--- config.mk ---
export PLATFORM = sky130hd
export DESIGN_NAME = art_caption_uart
export DESIGN_NICKNAME = d
export VERILOG_FILES = /design/src/rtl/art_caption_uart.sv
export SDC_FILE = /design/constraint.sdc
export NUM_CORES = 1
export LEC_CHECK = 0
export BUFFER_PORTS_ARGS = -buffer_cell sky130_fd_sc_hd__buf_2
export CAP_MARGIN = 10
export CORE_MARGIN = 2
export CORE_UTILIZATION = 61
export CTS_CLUSTER_SIZE = 30
export DETAILED_ROUTE_END_ITERATION = 10
export GPL_TIMING_DRIVEN = 0
export PLACE_DENSITY = 0.79
export SYNTH_ARGS = -nofsm -noshare
export SYNTH_HDL_FRONTEND = slang
export SYNTH_SLANG_ARGS = --single-unit
--- constraint.sdc ---
create_clock -name clk -period 3.1 [get_ports clk]
set_input_delay 0.31 -clock clk [delete_from_list [all_inputs] [get_ports clk]]
set_output_delay 0.31 -clock clk [all_outputs]
set_load 0.02 [all_outputs]
--- src/rtl/art_caption_uart.sv ---
// UART caption transmitter for the silicon-art tile: sends "SILICON ART v1\r\n" (8N1, LSB first)
// on a rising edge of start, optionally looping pass after pass.
module art_caption_uart #(
  parameter int DIV = 87
) (
  input  logic clk,
  input  logic rst_n,
  input  logic ena,
  input  logic start,
  input  logic loop,
  output logic tx,
  output logic busy,
  output logic done
);

  localparam int CW = $clog2(DIV);
  localparam logic [CW-1:0] BAUD_LAST = CW'(DIV - 1);

  typedef enum logic [1:0] {IDLE, START, DATA, STOP} state_t;

  state_t        state, state_nx;
  logic [CW-1:0] baud, baud_nx;
  logic [2:0]    bit_idx, bit_nx;
  logic [3:0]    byte_idx, byte_nx;
  logic          tx_nx, busy_nx, done_nx;
  logic          s1, s2, s3, rise, bit_end;
  logic [7:0]    cur_byte;

  function automatic logic [7:0] rom(input logic [3:0] idx);
    case (idx)
      4'd0:    rom = 8'h53;
      4'd1:    rom = 8'h49;
      4'd2:    rom = 8'h4C;
      4'd3:    rom = 8'h49;
      4'd4:    rom = 8'h43;
      4'd5:    rom = 8'h4F;
      4'd6:    rom = 8'h4E;
      4'd7:    rom = 8'h20;
      4'd8:    rom = 8'h41;
      4'd9:    rom = 8'h52;
      4'd10:   rom = 8'h54;
      4'd11:   rom = 8'h20;
      4'd12:   rom = 8'h76;
      4'd13:   rom = 8'h31;
      4'd14:   rom = 8'h0D;
      default: rom = 8'h0A;
    endcase
  endfunction

  // NOTE: start is asynchronous; s1/s2 resolve metastability before anything decodes it,
  // and s3 only delays s2 so a held level yields a single rise.
  always_ff @(posedge clk or negedge rst_n) begin
    if (!rst_n) begin
      s1 <= 1'b0;
      s2 <= 1'b0;
      s3 <= 1'b0;
    end else begin
      s1 <= start;
      s2 <= s1;
      s3 <= s2;
    end
  end

  assign rise    = s2 & ~s3;
  assign bit_end = (baud == BAUD_LAST);

  // NOTE: every output of this block gets a default before the case, so no path can
  // leave a value unassigned and infer a latch.
  always_comb begin
    state_nx = state;
    baud_nx  = baud;
    bit_nx   = bit_idx;
    byte_nx  = byte_idx;
    done_nx  = 1'b0;
    if (!ena) begin
      state_nx = IDLE;
      baud_nx  = '0;
      bit_nx   = '0;
      byte_nx  = '0;
    end else begin
      case (state)
        IDLE: begin
          if (rise) begin
            state_nx = START;
            baud_nx  = '0;
            bit_nx   = '0;
            byte_nx  = '0;
          end
        end
        START: begin
          if (bit_end) begin
            baud_nx  = '0;
            bit_nx   = '0;
            state_nx = DATA;
          end else begin
            baud_nx = baud + 1'b1;
          end
        end
        DATA: begin
          if (bit_end) begin
            baud_nx = '0;
            if (bit_idx == 3'd7) state_nx = STOP;
            else                 bit_nx   = bit_idx + 1'b1;
          end else begin
            baud_nx = baud + 1'b1;
          end
        end
        STOP: begin
          if (bit_end) begin
            baud_nx = '0;
            bit_nx  = '0;
            if (byte_idx != 4'd15) begin
              byte_nx  = byte_idx + 1'b1;
              state_nx = START;
            end else begin
              done_nx  = 1'b1;
              byte_nx  = '0;
              state_nx = loop ? START : IDLE;
            end
          end else begin
            baud_nx = baud + 1'b1;
          end
        end
        default: state_nx = IDLE;
      endcase
    end
  end

  // Line level is decoded from the next state so tx, busy and the state change on one edge.
  always_comb begin
    cur_byte = rom(byte_nx);
    case (state_nx)
      START:   tx_nx = 1'b0;
      DATA:    tx_nx = cur_byte[bit_nx];
      default: tx_nx = 1'b1;
    endcase
    busy_nx = (state_nx != IDLE);
  end

  // NOTE: state uses non-blocking assignments so every flop samples pre-edge values.
  always_ff @(posedge clk or negedge rst_n) begin
    if (!rst_n) begin
      state    <= IDLE;
      baud     <= '0;
      bit_idx  <= '0;
      byte_idx <= '0;
      tx       <= 1'b1;
      busy     <= 1'b0;
      done     <= 1'b0;
    end else begin
      state    <= state_nx;
      baud     <= baud_nx;
      bit_idx  <= bit_nx;
      byte_idx <= byte_nx;
      tx       <= tx_nx;
      busy     <= busy_nx;
      done     <= done_nx;
    end
  end

endmodule

==> impl_metrics.py <==
metrics = {
    "grt": {
        "grt_use_total_pct": 26.1,
        "grt_overflow": 0,
        "grt_pass1_wl_mm": 6.79,
        "grt_start_max_net_pins": 23,
        "grt_pass1_vias": 1534,
        "antenna_found_initial": 0,
    },
    "yosys": {
        "synth.ff_latch_count": 22,
        "synth_area_sq_um": 1780,
        "netlist_instances": 192,
        "yosys_warnings": 0,
        "ys_async_sr_fraction_pct": 100,
        "yosysUniqueCellTypes": 60,
        "synthesis.nets": 212,
        "avgSynthCellArea_sq_um": 9.25,
        "seq_area_frac_synth_pct": 31.1,
        "synthFlopType": "dfrtp_1",
        "synth_edf_count": 0,
    },
    "cells_and_area": {
        "diodes": 0,
        "fin_util_pct": 73.5,
        "nets": 236,
        "fill_cells": 198,
        "areaGrowthSynthToFinish_pct": 14.2,
        "drive_gt1_share_pct": 25.1,
    },
    "critical_path": {
        "critical_path.max_fanout": 6,
        "ff2ff_path_depth": 14,
        "worstSetupPathType": "reg2reg",
        "rr_endpoint": "tx$_DFF_PN1_",
        "rrSetupSlack_ps": 120,
        "crit_arrival_ps": 3250,
        "r2r_start": "state[0]$_DFF_PN0_",
        "cp-start-kind": "flop",
        "endpoint_kind": "flop",
        "cp_data_required_time_ps": 3370,
    },
    "cts": {
        "cts-htree-levels": 1,
        "cts_root_buffer": "clkbuf_4",
        "clk_latency_ps": 320,
        "clk_path_buf_depth": 2,
        "clkSinkCount": 22,
        "cts_tree": "yes",
        "clkSlewWorstSetupHoldPaths_ps": 140,
        "cts_buffers": 3,
    },
    "timing": {
        "fmax_mhz": 336,
        "whs_ps": 79.8,
        "finalHoldViolCount": 0,
        "relSlewSlack_pct": 64.3,
        "setup_viol": 0,
        "clock_skew_ps": 3.91,
        "worst_pin_slew_ps": 535,
        "period_share_pct": 96.0,
        "fin_setup_tns_ps": 0,
        "min_period_ps": 2980,
        "fin_ws_ps": 123,
        "timing.final.max_slew_violations": 0,
    },
    "floorplan": {
        "rows": 19,
        "start_util_pct": 64.4,
        "die_area_sq_um": 3360,
        "io_pins": 8,
        "die_h_um": 58.0,
        "core_sq_um": 2760,
        "die_w_um": 58.0,
    },
    "drt": {
        "detail-route-antenna-nets": 0,
        "post_drt_wl_per_cell_um": 17.0,
        "drtPass1Iterations": 6,
        "drtIter0Drc": 122,
        "wl_mm": 4.19,
        "drc": 0,
        "vias": 1599,
        "routed_via_density": 6.50,
    },
    "placement": {
        "numPortBuffers": 7,
        "gp_congestion": 0.896,
        "pre_cts_ws_ps": -214,
        "hpwl_mm": 2.95,
    },
    "power": {
        "powerDensity_nw_per_um2": 331,
        "power.leakage_nw": 0.872,
        "peakVddDrop_mv": 0.331,
    },
    "hold_path": {
        "min_path_type": "in2reg",
        "holdPathStages": 1,
        "hold_end": "s1$_DFF_PN0_",
        "min_from": "start",
    },
    "job": {
        "max_cap_violations": 0,
    },
    "outcome": {
        "status": "complete, no violations",
    },
}
## logic make-up (layout without fill, tap and decap cells)
family,count (synthesis),after routing,synth area share [%]
flip-flops,22,22,31.1
AND/OR/NAND/NOR,71,71,24.9
XOR/XNOR,2,2,0.986
multiplexers,5,5,2.89
AO/OA/AOI/OAI,57,57,23.8
buffers and inverters,20,43,5.84
adder cells (fa/ha/maj),15,15,10.6
## how the worst max path moves through the flow
stage / from / to / slack, ps / cells past startpoint
global placement: baud[0]$_DFFE_PN0P_ / tx$_DFF_PN1_ / -70 / 15
CTS: baud[0]$_DFFE_PN0P_ / tx$_DFF_PN1_ / 20 / 15
global route: state[0]$_DFF_PN0_ / tx$_DFF_PN1_ / -50 / 14
finish: state[0]$_DFF_PN0_ / tx$_DFF_PN1_ / 120 / 14
floorplan: baud[0]$_DFFE_PN0P_ / tx$_DFF_PN1_ / 280 / 15
detailed placement: baud[0]$_DFFE_PN0P_ / tx$_DFF_PN1_ / -210 / 15
## stage by stage
step | power [mW] | area (sq um) | cells
floorplan | 0.394 | 1780 | 192
global placement | 0.421 | 1850 | 230
detailed placement | 0.429 | 1850 | 230
CTS | 0.657 | 1950 | 238
global route | 0.695 | 2030 | 246
finish | 0.672 | 2030 | 246
## cell usage in the layout, fill, tap and decap left out, types with 2 or more instances in the layout
cell / count
o211ai_1: 3
nor2b_1: 2
and3_2: 2
a21oi_1: 8
xnor2_1: 2
dfrtp_1: 21
a211oi_2: 2
clkbuf_4: 3
nor2_1: 10
a22oi_1: 2
mux2i_1: 4
buf_2: 7
nor3_1: 3
a221oi_1: 4
and3_1: 4
nand3_1: 11
inv_1: 14
nor3_4: 2
a21o_1: 2
and2b_2: 2
nand2_1: 18
ha_1: 13
o21ai_0: 19
buf_6: 2
a211o_1: 2
buf_4: 12
## where the power goes
group,total [mW],internal [mW],switching (mW)
Sequential,0.304,0.298,0.00624
Clock,0.233,0.131,0.102
Combinational,0.135,0.0489,0.0865
## synth_stat cells (3+ instances only)
cell | number | area [sq um]
mux2i_1 | 4 | 40.0
a221oi_1 | 4 | 35.0
and3_1 | 4 | 25.0
o211ai_1 | 3 | 22.5
nor3_1 | 4 | 20.0
dfrtp_1 | 21 | 526
o21ai_0 | 19 | 95.1
a21oi_1 | 8 | 40.0
nand2_1 | 18 | 67.6
ha_1 | 15 | 188
nand3_1 | 11 | 55.1
nor2_1 | 10 | 37.5
inv_1 | 15 | 56.3
## critical path: stages, from the launching register on
cell and delay [ps]:
dfrtp_1 440, inv_1 120, ha_2 330, nor3_4 210, a22oi_1 100, o21ai_2 200
and2_4 220, inv_1 80, ha_1 220, inv_1 90, mux2i_1 100, nor3b_1 180
o31ai_1 280, a21oi_2 100, a211o_1 270
## per-layer routing
metal	up-vias	track usage [%]	share of wire, %
met5	-	0	0
met4	0	10.3	2.3
met3	15	2.90	4.3
met2	56	48.5	54
met1	776	30.5	39
li1	752	-	-
## what timing repair did
action                                  4_1_cts  5_1_grt
endpoints found under the setup margin        1        1
pin swaps                                     1        2
hold endpoints to repair                     21        0
hold buffers                                  1        0
setup buffers                                 3        8
cloned                                        0        0
resized for setup                             3        5
## final cells by class
cell class / count / area, sq um / area share, %
Buffer: 5 / 47.5 / 2.34
Sequential cell: 22 / 552 / 27.2
Inverter: 15 / 56.3 / 2.78
Multi-Input combinational cell: 150 / 1150 / 56.9
Clock buffer: 3 / 22.5 / 1.11
Tap cell: 31 / 38.8 / 1.91
Clock inverter: 1 / 30.0 / 1.48
Timing Repair Buffer: 19 / 128 / 6.29
## flip-flops by register name, indices dropped and copies added, names as in the netlist, 2 cells and up
name and flops:
baud 7, bit_idx 3, byte_idx 4, state 2
Note: power is estimated with default switching activity, not from simulation.
